## config.mk

```make
export PLATFORM = sky130hd
export DESIGN_NAME = row_cmd_emitter
export DESIGN_NICKNAME = d
export VERILOG_FILES = /design/src/rtl/row_cmd_emitter_pkg.sv /design/src/rtl/row_cmd_emitter_timer.sv /design/src/rtl/row_cmd_emitter.sv
export SDC_FILE = /design/constraint.sdc
export NUM_CORES = 1
export LEC_CHECK = 0
export ABC_CLOCK_PERIOD_IN_PS = 1900
export CAP_MARGIN = 20
export CORE_MARGIN = 2
export CORE_UTILIZATION = 41
export DETAILED_ROUTE_END_ITERATION = 10
export PLACE_DENSITY = 0.88
export SLEW_MARGIN = 20
export SYNTH_ARGS = -nofsm -noshare
export SYNTH_HDL_FRONTEND = slang
export SYNTH_HIERARCHICAL = 1
export SYNTH_SLANG_ARGS = --single-unit
```

## constraint.sdc

```tcl
create_clock -name clk -period 1.9 [get_ports clk]
set_clock_uncertainty 0.2 [all_clocks]
set_input_delay 0.38 -clock clk [delete_from_list [all_inputs] [get_ports clk]]
set_output_delay 0.38 -clock clk [all_outputs]
set_load 0.01 [all_outputs]
```

## src/rtl/row_cmd_emitter_pkg.sv

```systemverilog
// Shared widths, command encodings and FSM state type for the row command emitter.
package row_cmd_emitter_pkg;

  localparam int BG_W   = 2;
  localparam int BANK_W = 2;
  localparam int ROW_W  = 16;
  localparam int COL_W  = 10;

  typedef enum logic [2:0] {
    CMD_NOP = 3'd0,
    CMD_PRE = 3'd1,
    CMD_ACT = 3'd2,
    CMD_RD  = 3'd3,
    CMD_WR  = 3'd4
  } cmd_t;

  typedef enum logic [2:0] {
    ST_IDLE,
    ST_LOOKUP,
    ST_PRE,
    ST_WAIT_RP,
    ST_ACT,
    ST_WAIT_RCD,
    ST_CAS
  } state_t;

endpackage

```

## src/rtl/row_cmd_emitter_timer.sv

```systemverilog
// Down-counting gap timer shared by the tRP and tRCD waits; done while the count is zero.
module cmd_wait_timer #(
  parameter int CNT_W = 3
) (
  input  logic             clk,
  input  logic             rst_n,
  input  logic             load,
  input  logic [CNT_W-1:0] load_val,
  output logic             done
);

  logic [CNT_W-1:0] count;

  always_ff @(posedge clk or negedge rst_n) begin
    if (!rst_n) begin
      count <= '0;
    end else if (load) begin
      count <= load_val;
    end else if (count != '0) begin
      count <= count - 1'b1;
    end
  end

  assign done = (count == '0);

endmodule

```

## src/rtl/row_cmd_emitter.sv

```systemverilog
// Emits PRE/ACT/RD/WR for one request at a time based on the bank tracker's answer,
// enforcing tRP/tRCD gaps and counting row hits, misses and conflicts.
module row_cmd_emitter
  import row_cmd_emitter_pkg::*;
#(
  parameter int T_RP   = 3,
  parameter int T_RCD  = 4,
  parameter int STAT_W = 16
) (
  input  logic              clk,
  input  logic              rst_n,
  input  logic              sched_clear,
  input  logic              req_valid,
  output logic              req_ready,
  input  logic              req_is_write,
  input  logic [BG_W-1:0]   req_bank_group,
  input  logic [BANK_W-1:0] req_bank,
  input  logic [ROW_W-1:0]  req_row,
  input  logic [COL_W-1:0]  req_col,
  output logic              cmd_valid,
  input  logic              cmd_ready,
  output logic [2:0]        cmd_type,
  output logic [BG_W-1:0]   cmd_bank_group,
  output logic [BANK_W-1:0] cmd_bank,
  output logic [ROW_W-1:0]  cmd_row,
  output logic [COL_W-1:0]  cmd_col,
  output logic              trk_clear,
  output logic [BG_W-1:0]   trk_query_bank_group,
  output logic [BANK_W-1:0] trk_query_bank,
  input  logic              trk_is_row_open,
  input  logic [ROW_W-1:0]  trk_open_row,
  output logic              trk_upd_activate,
  output logic              trk_upd_precharge,
  output logic [BG_W-1:0]   trk_upd_bank_group,
  output logic [BANK_W-1:0] trk_upd_bank,
  output logic [ROW_W-1:0]  trk_upd_row,
  output logic [STAT_W-1:0] stat_hits,
  output logic [STAT_W-1:0] stat_misses,
  output logic [STAT_W-1:0] stat_conflicts
);

  // The timer is loaded with T-2: one cycle is the handshake itself, one is the exit transition.
  localparam int WAIT_MAX = (T_RP > T_RCD) ? T_RP : T_RCD;
  localparam int CNT_W    = $clog2(WAIT_MAX + 1);

  // Handshakes: req accepted on req_valid && req_ready; cmd consumed on cmd_valid && cmd_ready.
  // While cmd_valid is high and cmd_ready low, all cmd_* fields hold and no tracker update fires.
  state_t              state, state_nxt;
  logic                lat_is_write;
  logic [BG_W-1:0]     lat_bg;
  logic [BANK_W-1:0]   lat_bank;
  logic [ROW_W-1:0]    lat_row;
  logic [COL_W-1:0]    lat_col;
  logic                cmd_hs;
  logic                row_hit;
  logic                timer_load;
  logic                timer_done;
  logic [CNT_W-1:0]    timer_val;

  assign trk_clear            = sched_clear;
  assign trk_query_bank_group = lat_bg;
  assign trk_query_bank       = lat_bank;
  assign cmd_bank_group       = lat_bg;
  assign cmd_bank             = lat_bank;
  assign cmd_row              = lat_row;
  assign cmd_col              = lat_col;
  assign trk_upd_bank_group   = lat_bg;
  assign trk_upd_bank         = lat_bank;
  assign trk_upd_row          = lat_row;
  assign row_hit              = trk_is_row_open && (trk_open_row == lat_row);

  always_ff @(posedge clk or negedge rst_n) begin
    if (!rst_n) state <= ST_IDLE;
    else        state <= state_nxt;
  end

  always_comb begin
    state_nxt = state;
    case (state)
      ST_IDLE:     if (req_valid) state_nxt = ST_LOOKUP;
      ST_LOOKUP: begin
        if (row_hit)              state_nxt = ST_CAS;
        else if (trk_is_row_open) state_nxt = ST_PRE;
        else                      state_nxt = ST_ACT;
      end
      ST_PRE:      if (cmd_ready)  state_nxt = ST_WAIT_RP;
      ST_WAIT_RP:  if (timer_done) state_nxt = ST_ACT;
      ST_ACT:      if (cmd_ready)  state_nxt = ST_WAIT_RCD;
      ST_WAIT_RCD: if (timer_done) state_nxt = ST_CAS;
      ST_CAS:      if (cmd_ready)  state_nxt = ST_IDLE;
      default:     state_nxt = ST_IDLE;
    endcase
    if (sched_clear) state_nxt = ST_IDLE;
  end

  always_comb begin
    req_ready         = (state == ST_IDLE) && !sched_clear;
    cmd_valid         = 1'b0;
    cmd_type          = CMD_NOP;
    case (state)
      ST_PRE: begin cmd_valid = 1'b1; cmd_type = CMD_PRE; end
      ST_ACT: begin cmd_valid = 1'b1; cmd_type = CMD_ACT; end
      ST_CAS: begin cmd_valid = 1'b1; cmd_type = lat_is_write ? CMD_WR : CMD_RD; end
      default: ;
    endcase
    cmd_hs            = cmd_valid && cmd_ready;
    trk_upd_precharge = cmd_hs && (state == ST_PRE) && !sched_clear;
    trk_upd_activate  = cmd_hs && (state == ST_ACT) && !sched_clear;
    timer_load        = cmd_hs && ((state == ST_PRE) || (state == ST_ACT));
    timer_val         = (state == ST_PRE) ? CNT_W'(T_RP - 2) : CNT_W'(T_RCD - 2);
  end

  always_ff @(posedge clk or negedge rst_n) begin
    if (!rst_n) begin
      lat_is_write <= 1'b0;
      lat_bg       <= '0;
      lat_bank     <= '0;
      lat_row      <= '0;
      lat_col      <= '0;
    end else if (req_valid && req_ready) begin
      lat_is_write <= req_is_write;
      lat_bg       <= req_bank_group;
      lat_bank     <= req_bank;
      lat_row      <= req_row;
      lat_col      <= req_col;
    end
  end

  // A lookup that coincides with sched_clear is dropped and not counted.
  always_ff @(posedge clk or negedge rst_n) begin
    if (!rst_n) begin
      stat_hits      <= '0;
      stat_misses    <= '0;
      stat_conflicts <= '0;
    end else if ((state == ST_LOOKUP) && !sched_clear) begin
      if (row_hit) begin
        if (stat_hits != '1) stat_hits <= stat_hits + 1'b1;
      end else if (trk_is_row_open) begin
        if (stat_conflicts != '1) stat_conflicts <= stat_conflicts + 1'b1;
      end else begin
        if (stat_misses != '1) stat_misses <= stat_misses + 1'b1;
      end
    end
  end

  cmd_wait_timer #(
    .CNT_W (CNT_W)
  ) u_wait_timer (
    .clk      (clk),
    .rst_n    (rst_n),
    .load     (timer_load),
    .load_val (timer_val),
    .done     (timer_done)
  );

endmodule

```

==> results of run 1 <==
-- layer usage --
layer | GRT usage, % | vias up | share of wire, %
met1 | 27.8 | 2096 | 40
met5 | 0 | - | 0
met2 | 44.3 | 139 | 54
met3 | 4.90 | 36 | 3.8
li1 | - | 1939 | -
met4 | 9.34 | 0 | 2.1
-- critical path, stage by stage --
cell and delay (ns):
clkdlybuf4s50_1 0.41, xor2_1 0.16, nor4_2 0.31, nand4_1 0.20, buf_6 0.18, or4b_4 0.52, xnor2_2 0.15
-- layout make-up --
type	instances	area (µm²)	area share [%]
Inverter	12	47.5	0.587
Sequential cell	85	2130	26.3
Tap cell	136	170	2.10
Clock inverter	5	33.8	0.417
Multi-Input combinational cell	261	2630	32.5
Timing Repair Buffer	313	2930	36.2
Clock buffer	11	151	1.87
-- stage by stage --
step / TNS, ns / cells
6_report: -10.86 / 823
5_1_grt: -15.91 / 823
4_1_cts: -7.33 / 798
3_5_place_dp: -40.21 / 744
3_3_place_gp: -37.89 / 744
2_1_floorplan: -0.866 / 395
-- path summary, 6_finish.rpt --
path / slack (ns) / endpoint / cells after the start / from
min: 0.31 / cmd_col[2] / 1 / cmd_col[2]
max in group asynchronous: 0.58 / stat_conflicts[8] / 3 / rst_n
max: -0.36 / stat_hits[13] / 7 / trk_open_row[8]
min in group asynchronous: 0.33 / cmd_row[8] / 2 / rst_n
max reg2reg: -0.35 / stat_hits[13] / 6 / cmd_row[12]
min reg2reg: 0.31 / cmd_col[2] / 1 / cmd_col[2]
-- placed cells by master, fill, tap and decap left out, types with 9 or more instances in the layout --
cell	synthesis	final
buf_12	0	9
dlymetal6s2s_1	0	17
dlygate4sd2_1	0	76
nand3_2	0	9
nand3_1	20	9
nand4_1	11	11
mux2_2	34	32
nand2_1	22	12
buf_6	0	16
dfrtp_1	85	82
xor2_1	30	29
xnor2_1	31	24
clkdlybuf4s50_1	0	57
clkbuf_8	0	11
buf_4	25	121
-- what timing repair did --
action / 4_1_cts / 5_1_grt
pin swaps: 51 / 35
hold endpoints to repair: 31 / 0
gates cloned: 1 / 4
hold buffers: 1 / 0
resized for setup: 176 / 85
setup buffers: 36 / 22
setup endpoints to repair: 167 / 107
-- kinds of logic after synthesis --
family / share of synthesized area [%]
simple gates: 19.9
flops: 48.2
xor+xnor: 12.1
buf+inv: 6.43
mux: 8.93
compound gates: 2.95
fa+ha+maj: 1.42
other cells: 0.0850
-- power by group through the flow --
stage / combinational, µW / sequential [µW] / clock (µW)
final: 4380 / 2640 / 1250
after global routing: 4630 / 2700 / 1360
after CTS: 3850 / 2620 / 1270
after detailed placement: 3840 / 2660 / 0
after global placement: 3720 / 2620 / 0
after floorplan: 1550 / 2890 / 0
-- flip-flops by register name, indices dropped and copies added (netlist names) --
| name | count |
|---|---|
| cmd_bank | 2 |
| stat_misses | 16 |
| cmd_row | 16 |
| lat_is_write | 1 |
| u_wait_timer/count | 3 |
| stat_conflicts | 16 |
| cmd_bank_group | 2 |
| cmd_col | 10 |
| stat_hits | 16 |
| state | 3 |
==> metrics.cfg, run 1 <==
[outcome]
status=finished, violations left
violations=setup timing

[power_and_ir_drop]
pwr-share-clk_pct=15.1
swShare_pct=36.0
pwr-share-seq_pct=32.0
power.switching_uw=2970
powerDensity_mw_per_mm2=1020
finalPower_uw=8270
ir_drop_uv=882
pwr-share-comb_pct=52.9
p_int_uw=5300
leakage_uw=0.00406

[timing]
hold_ws_ns=0.309
hold_viol=0
worst_slew_pin_slew_ns=0.517
rsz0062_at_grt=true
finalSetupViolCount=81
timing.fmax_ghz=0.443
min_period_ns=2.26
slew_viol_final=0
slew_headroom_pct=65.3
layout_setup_ws_ns=-0.356
timing.final.crit_share_pct=119

[synthesis]
synth_area_leaders=dfrtp_1, mux2_2, xnor2_1
synth.avg_cell_area_um2=11.2
ys.warnings.count=6
yosysUniqueCellTypes=49
synth.most_common_cell=dfrtp_1
ys_async_sr_fraction_pct=100
synth_top_cell_area_share_pct=48.2
syn_area_mm2=0.00441
yosys_most_used_dff=dfrtp_1
synth_edf_count=0
synth_nets=453
synth_largest_area_cell=dfrtp_1
synthCells=395
synth_common_cells=dfrtp_1, mux2_2, xnor2_1
synth_seq_cells=85
ys_seq_area_share_pct=48.2

[global_routing]
grt_pass1_wl_um=22000
grt_max_degree=36
overflow=0
track_usage_pct=24.3
first_global_vias=4441
antenna_found_initial=0

[routing]
vias=4210
drc=0
drt_iter0_drc=108
dr.pass1.iters=7
routedWlPerCell_um=18.8
vias_per_cell=5.12
wl_um=15500
final_antenna_net_count=0

[setup_path]
critPathCaptureType=register
crit_type=primary input to register
cp-start-kind=primary input
arrival_ns=2.31
worstPathRequired_ns=1.96
cp_max_fo=4

[final_layout]
area_delta_synth_final_pct=83.4
nets=740
layout-drive-gt1-share_pct=45.4
utilization_pct=78.1
diodes=0
finalInstanceArea_mm2=0.00810
fillers=658

[die]
fp-row-count=37
dieHeight_um=108
coreArea_mm2=0.0104
die_w_um=108
die_area_mm2=0.0116
initial_utilization_pct=42.6
ios=163

[place]
globalplace.congestion=0.827
port_buffers=162
place_hpwl_um=9110
dpl_cell_area_mm2=0.00679
dp_slack_ns=-0.810

[cts]
clock_sinks=85
clk_pin_slew_worst_paths_ns=0.09
clk_path_buf_depth=2
htree_num_levels=3
cts_buffers=9
root_buffer=clkbuf_8
cts_tree=done
clk_latency_ns=0.37

[flow_run]
drv_cap=0

[min_path]
hold_path.class=register to register

Note: power is estimated with default switching activity, not from simulation.
==> run 2, diff against run 1 <==
CORE_MARGIN = unset   (was 2)
==> run 2 against run 1 <==
  * The run still ends with setup timing left
  * Largest cell class unchanged
  * Critical path type unchanged
  * Sequential power barely moved
  * Highest routed layer unchanged
  * Non-clock buffer count shrank 7
  * Global-route usage shrank 0.73 points
  * Maximum frequency down 0.38%
  * Sequential cell count did not move
  * Cell count down 0.85%
==> metrics.cfg, run 2 (synthesis results as in run 1) <==
[cts]
clk_latency_ns=0.37
cts_buffers=9
clk_path_buf_depth=2
root_buffer=clkbuf_8
clock_sinks=85
clk_pin_slew_worst_paths_ns=0.10
htree_num_levels=3
cts_tree=done

[power_and_ir_drop]
finalPower_uw=8200
powerDensity_mw_per_mm2=1050
pwr-share-seq_pct=32.1
ir_drop_uv=942
leakage_uw=0.00393
power.switching_uw=2930
pwr-share-clk_pct=14.2
swShare_pct=35.7
p_int_uw=5270
pwr-share-comb_pct=53.6

[routing]
vias=4111
wl_um=13800
vias_per_cell=5.04
dr.pass1.iters=4
routedWlPerCell_um=16.9
drc=0
drt_iter0_drc=115
final_antenna_net_count=0

[setup_path]
r2r_cells=6
rr_startpoint=cmd_row[8]
cp-start-kind=primary input
timing.rr.end=stat_hits[13]
cp_max_fo=6
critPathCaptureType=register
worstPathRequired_ns=1.95
crit_type=primary input to register
arrival_ns=2.31
rrSetupSlack_ns=-0.36

[min_path]
hold_path.class=primary input to asynchronous set/reset pin

[global_routing]
overflow=0
antenna_found_initial=0
first_global_vias=4212
grt_pass1_wl_um=20500
track_usage_pct=23.6
grt_max_degree=50

[timing]
hold_viol=0
layout_setup_ws_ns=-0.364
timing.final.crit_share_pct=119
rsz0062_at_grt=true
finalSetupViolCount=88
fin_tns_setup_ns=-12.83
min_period_ns=2.26
slew_viol_final=0
timing.fmax_ghz=0.442
hold_ws_ns=0.221

[outcome]
violations=setup timing
status=finished, violations left

[place]
dp_slack_ns=-0.850
globalplace.congestion=0.806
dp.cells=749
port_buffers=162
place_hpwl_um=8940

[final_layout]
area_delta_synth_final_pct=76.6
nets=733
final_common_cell=buf_4
instances_no_fill=816
mostFrequentLayoutCells=buf_4, dfrtp_1, dlygate4sd2_1
diodes=0
fillers=722
layout-drive-gt1-share_pct=41.3

[die]
initial_utilization_pct=42.6
ios=163
die_area_mm2=0.0112
dieHeight_um=106
die_w_um=106
fp-row-count=37
coreArea_mm2=0.0104

[flow_run]
drv_cap=0

-- run 2: critical path, cell delays in order --
cell             delay [ns]
clkdlybuf4s50_1        0.41
xor2_1                 0.18
nor4_2                 0.32
nand4_1                0.17
buf_6                  0.17
or4b_4                 0.53
xnor2_2                0.15
-- run 2: area by class of cell --
class	count	area [µm²]	share of cell area, %
timing repair buffer	306	2790	35.7
multi-input combinational	261	2490	31.9
sequential	85	2130	27.3
tap	136	170	2.18
clock buffer	9	124	1.59
clock inverter	7	51.3	0.658
inverter	12	47.5	0.610
-- run 2: per-layer routing --
| metal | global-route usage [%] | up-vias | share of wire, % |
|---|---|---|---|
| met5 | 0 | - | 0 |
| met3 | 5.57 | 23 | 4.1 |
| met1 | 27.0 | 2049 | 40 |
| met2 | 43.4 | 117 | 55 |
| met4 | 6.94 | 0 | 1.6 |
| li1 | - | 1922 | - |
-- run 2: metrics by stage --
stage / cell area [µm²] / utilization, %
2_1_floorplan: 4570 / -
3_3_place_gp: 6830 / 65.9
3_5_place_dp: 6830 / 65.9
4_1_cts: 7420 / 71.5
5_1_grt: 7800 / 75.2
6_report: 7800 / 75.2
-- run 2: how the worst max path moves through the flow --
stage / start / to / slack (ns) / cells past startpoint
floorplan: cmd_row[10] / stat_hits[13] / -0.16 / 5
global placement: trk_open_row[2] / stat_hits[13] / -0.76 / 7
detailed placement: trk_open_row[8] / stat_hits[13] / -0.85 / 7
CTS: cmd_row[5] / stat_hits[13] / -0.33 / 6
global route: cmd_row[5] / stat_hits[13] / -0.44 / 6
finish: trk_open_row[2] / stat_hits[13] / -0.36 / 7
-- run 2: power groups by stage --
| stage | registers, µW | logic [µW] | clock network, µW |
|---|---|---|---|
| 2_1_floorplan | 2890 | 1550 | 0 |
| 3_3_place_gp | 2620 | 3750 | 0 |
| 3_5_place_dp | 2650 | 3890 | 0 |
| 4_1_cts | 2620 | 4060 | 1210 |
| 5_1_grt | 2690 | 4650 | 1290 |
| 6_report | 2630 | 4400 | 1170 |
-- run 2: repair_timing --
action / in CTS / in global routing
hold buffers: 1 / 0
setup endpoints to repair: 166 / 108
setup buffers: 29 / 20
pin swaps: 27 / 30
hold endpoints to repair: 64 / 0
resized for setup: 163 / 70
cloned: 3 / 0
==> run 3, diff against run 2 <==
GPL_TIMING_DRIVEN = 0   (was unset)
==> run 3 against run 2 <==
  * The flow still finishes with violations (setup timing)
  * Die area stayed put
  * Sequential share of layout area is 1.3 points lower
  * Register-to-register slack better by 0.02 ns
  * Global-route usage is 1.7 points higher
  * First-iteration DRC count is 41% higher
  * Via count is 4.3% higher
  * Critical path depth is 2 higher
  * Clock-buffer cell count is 2 higher
  * Maximum frequency is 1.0% higher
  * Clock power is 39% higher
  * Cell count is 1.3% higher
==> metrics.cfg, run 3 (synthesis results as in run 1) <==
[outcome]
status=finished, violations left
violations=setup timing

[power_and_ir_drop]
powerDensity_mw_per_mm2=1080
leakage_uw=0.00402
ir_drop_uv=923

[die]
die_area_mm2=0.0112
ios=163
initial_utilization_pct=42.6
dieHeight_um=106
fp-row-count=37
coreArea_mm2=0.0104
die_w_um=106

[final_layout]
ff_latch_area_mm2=0.00215
mostFrequentLayoutCells=buf_4, clkdlybuf4s50_1, dfrtp_1
fillers=595
utilization_pct=79.7
final_common_cell=buf_4
instances_no_fill=827
multi_input_area_mm2=0.00271
area_delta_synth_final_pct=87.3
diodes=0
nets=744
layout-drive-gt1-share_pct=49.3

[routing]
vias_per_cell=5.18
vias=4286
drc=0
final_antenna_net_count=0
wl_um=16000
dr.pass1.iters=4
routedWlPerCell_um=19.4
drt_iter0_drc=162

[place]
port_buffers=161
dp.cells=693
globalplace.congestion=0.862
place_hpwl_um=8420

[cts]
clk_path_buf_depth=2
htree_num_levels=3
root_buffer=clkbuf_8
cts_tree=done
cts_buffers=9
clock_sinks=85
clk_pin_slew_worst_paths_ns=0.09
clk_latency_ns=0.35

[timing]
worst_slew_pin_slew_ns=0.504
rsz0062_at_grt=true
finalSetupViolCount=42
slew_headroom_pct=66.2
fin_tns_setup_ns=-8.18
timing.fmax_ghz=0.446
hold_ws_ns=0.204
timing.final.crit_share_pct=118
hold_viol=0
layout_setup_ws_ns=-0.342
slew_viol_final=0
min_period_ns=2.24

[setup_path]
worstPathRequired_ns=1.96
cp-start-kind=primary input
cp_max_fo=5
arrival_ns=2.30
critPathCaptureType=register
crit_type=primary input to register

[global_routing]
track_usage_pct=25.3
antenna_found_initial=0
grt_pass1_wl_um=22100
first_global_vias=4316
grt_max_degree=55
overflow=0

[flow_run]
drv_cap=0

[min_path]
hold_path.class=primary input to register

[run 3: changes by cell type in the layout (fill, tap and decap cells not counted), sizes merged, moves of 2 or more]
cell           change
bufinv             +3
clkinv             -2
dlygate4sd2       -28
clkdlybuf4s15      +5
clkbuf             +8
clkinvlp           -2
buf               +12
dlymetal6s2s       -5
clkdlybuf4s50     +21
[run 3: layout make-up]
type | count | share of cell area, %
Timing Repair Buffer | 280 | 31.1
Tap cell | 136 | 2.06
Inverter | 12 | 0.575
Buffer | 37 | 4.45
Sequential cell | 85 | 26.0
Multi-Input combinational cell | 261 | 32.8
Clock buffer | 11 | 1.71
Clock inverter | 5 | 1.30
[run 3: power by group]
group | total (µW) | leakage, µW | internal, µW | switching [µW]
Clock | 1630 | 0.000124 | 917 | 715
Combinational | 4550 | 0.00284 | 2680 | 1870
Sequential | 2750 | 0.00106 | 2280 | 468
[run 3: worst paths after layout]
check | cells after the start | to | slack (ns) | start
max reg2reg | 8 | stat_hits[9] | -0.34 | cmd_row[6]
max | 9 | stat_hits[9] | -0.34 | trk_open_row[6]
min | 2 | state[0] | 0.20 | sched_clear
max in group asynchronous | 3 | state[1] | 0.54 | rst_n
min in group asynchronous | 2 | cmd_row[7] | 0.31 | rst_n
min reg2reg | 1 | stat_misses[8] | 0.29 | stat_misses[8]
[run 3: metal layers]
| metal | track usage (%) | vias to the layer above | part of all wire [%] |
|---|---|---|---|
| met3 | 3.96 | 41 | 5.0 |
| met4 | 9.33 | 0 | 2.7 |
| met2 | 46.6 | 188 | 54 |
| met5 | 0 | - | 0 |
| met1 | 29.3 | 2120 | 38 |
| li1 | - | 1937 | - |
[run 3: stage by stage]
step / setup WS (ns) / power, µW / cell area [µm²]
2_1_floorplan: -0.158 / 4440 / 4570
3_3_place_gp: -2.78 / 6160 / 6350
3_5_place_dp: -0.922 / 6310 / 6380
4_1_cts: -0.280 / 8420 / 7580
5_1_grt: -0.439 / 9330 / 8270
6_report: -0.342 / 8930 / 8270
[run 3: critical path, cell delays in order]
cell	delay (ns)
clkdlybuf4s50_1	0.42
xor2_1	0.15
nor4_2	0.32
nand4_1	0.15
buf_6	0.17
buf_12	0.14
buf_12	0.14
nor3_4	0.21
xor2_2	0.22
[run 3: timing repair]
item / 4_1_cts / 5_1_grt
hold buffers: 1 / 0
resized for setup: 193 / 115
gates cloned: 1 / 2
setup buffers: 88 / 28
pin swaps: 25 / 56
endpoints found under the setup margin: 168 / 110
endpoints found under the hold margin: 31 / 0
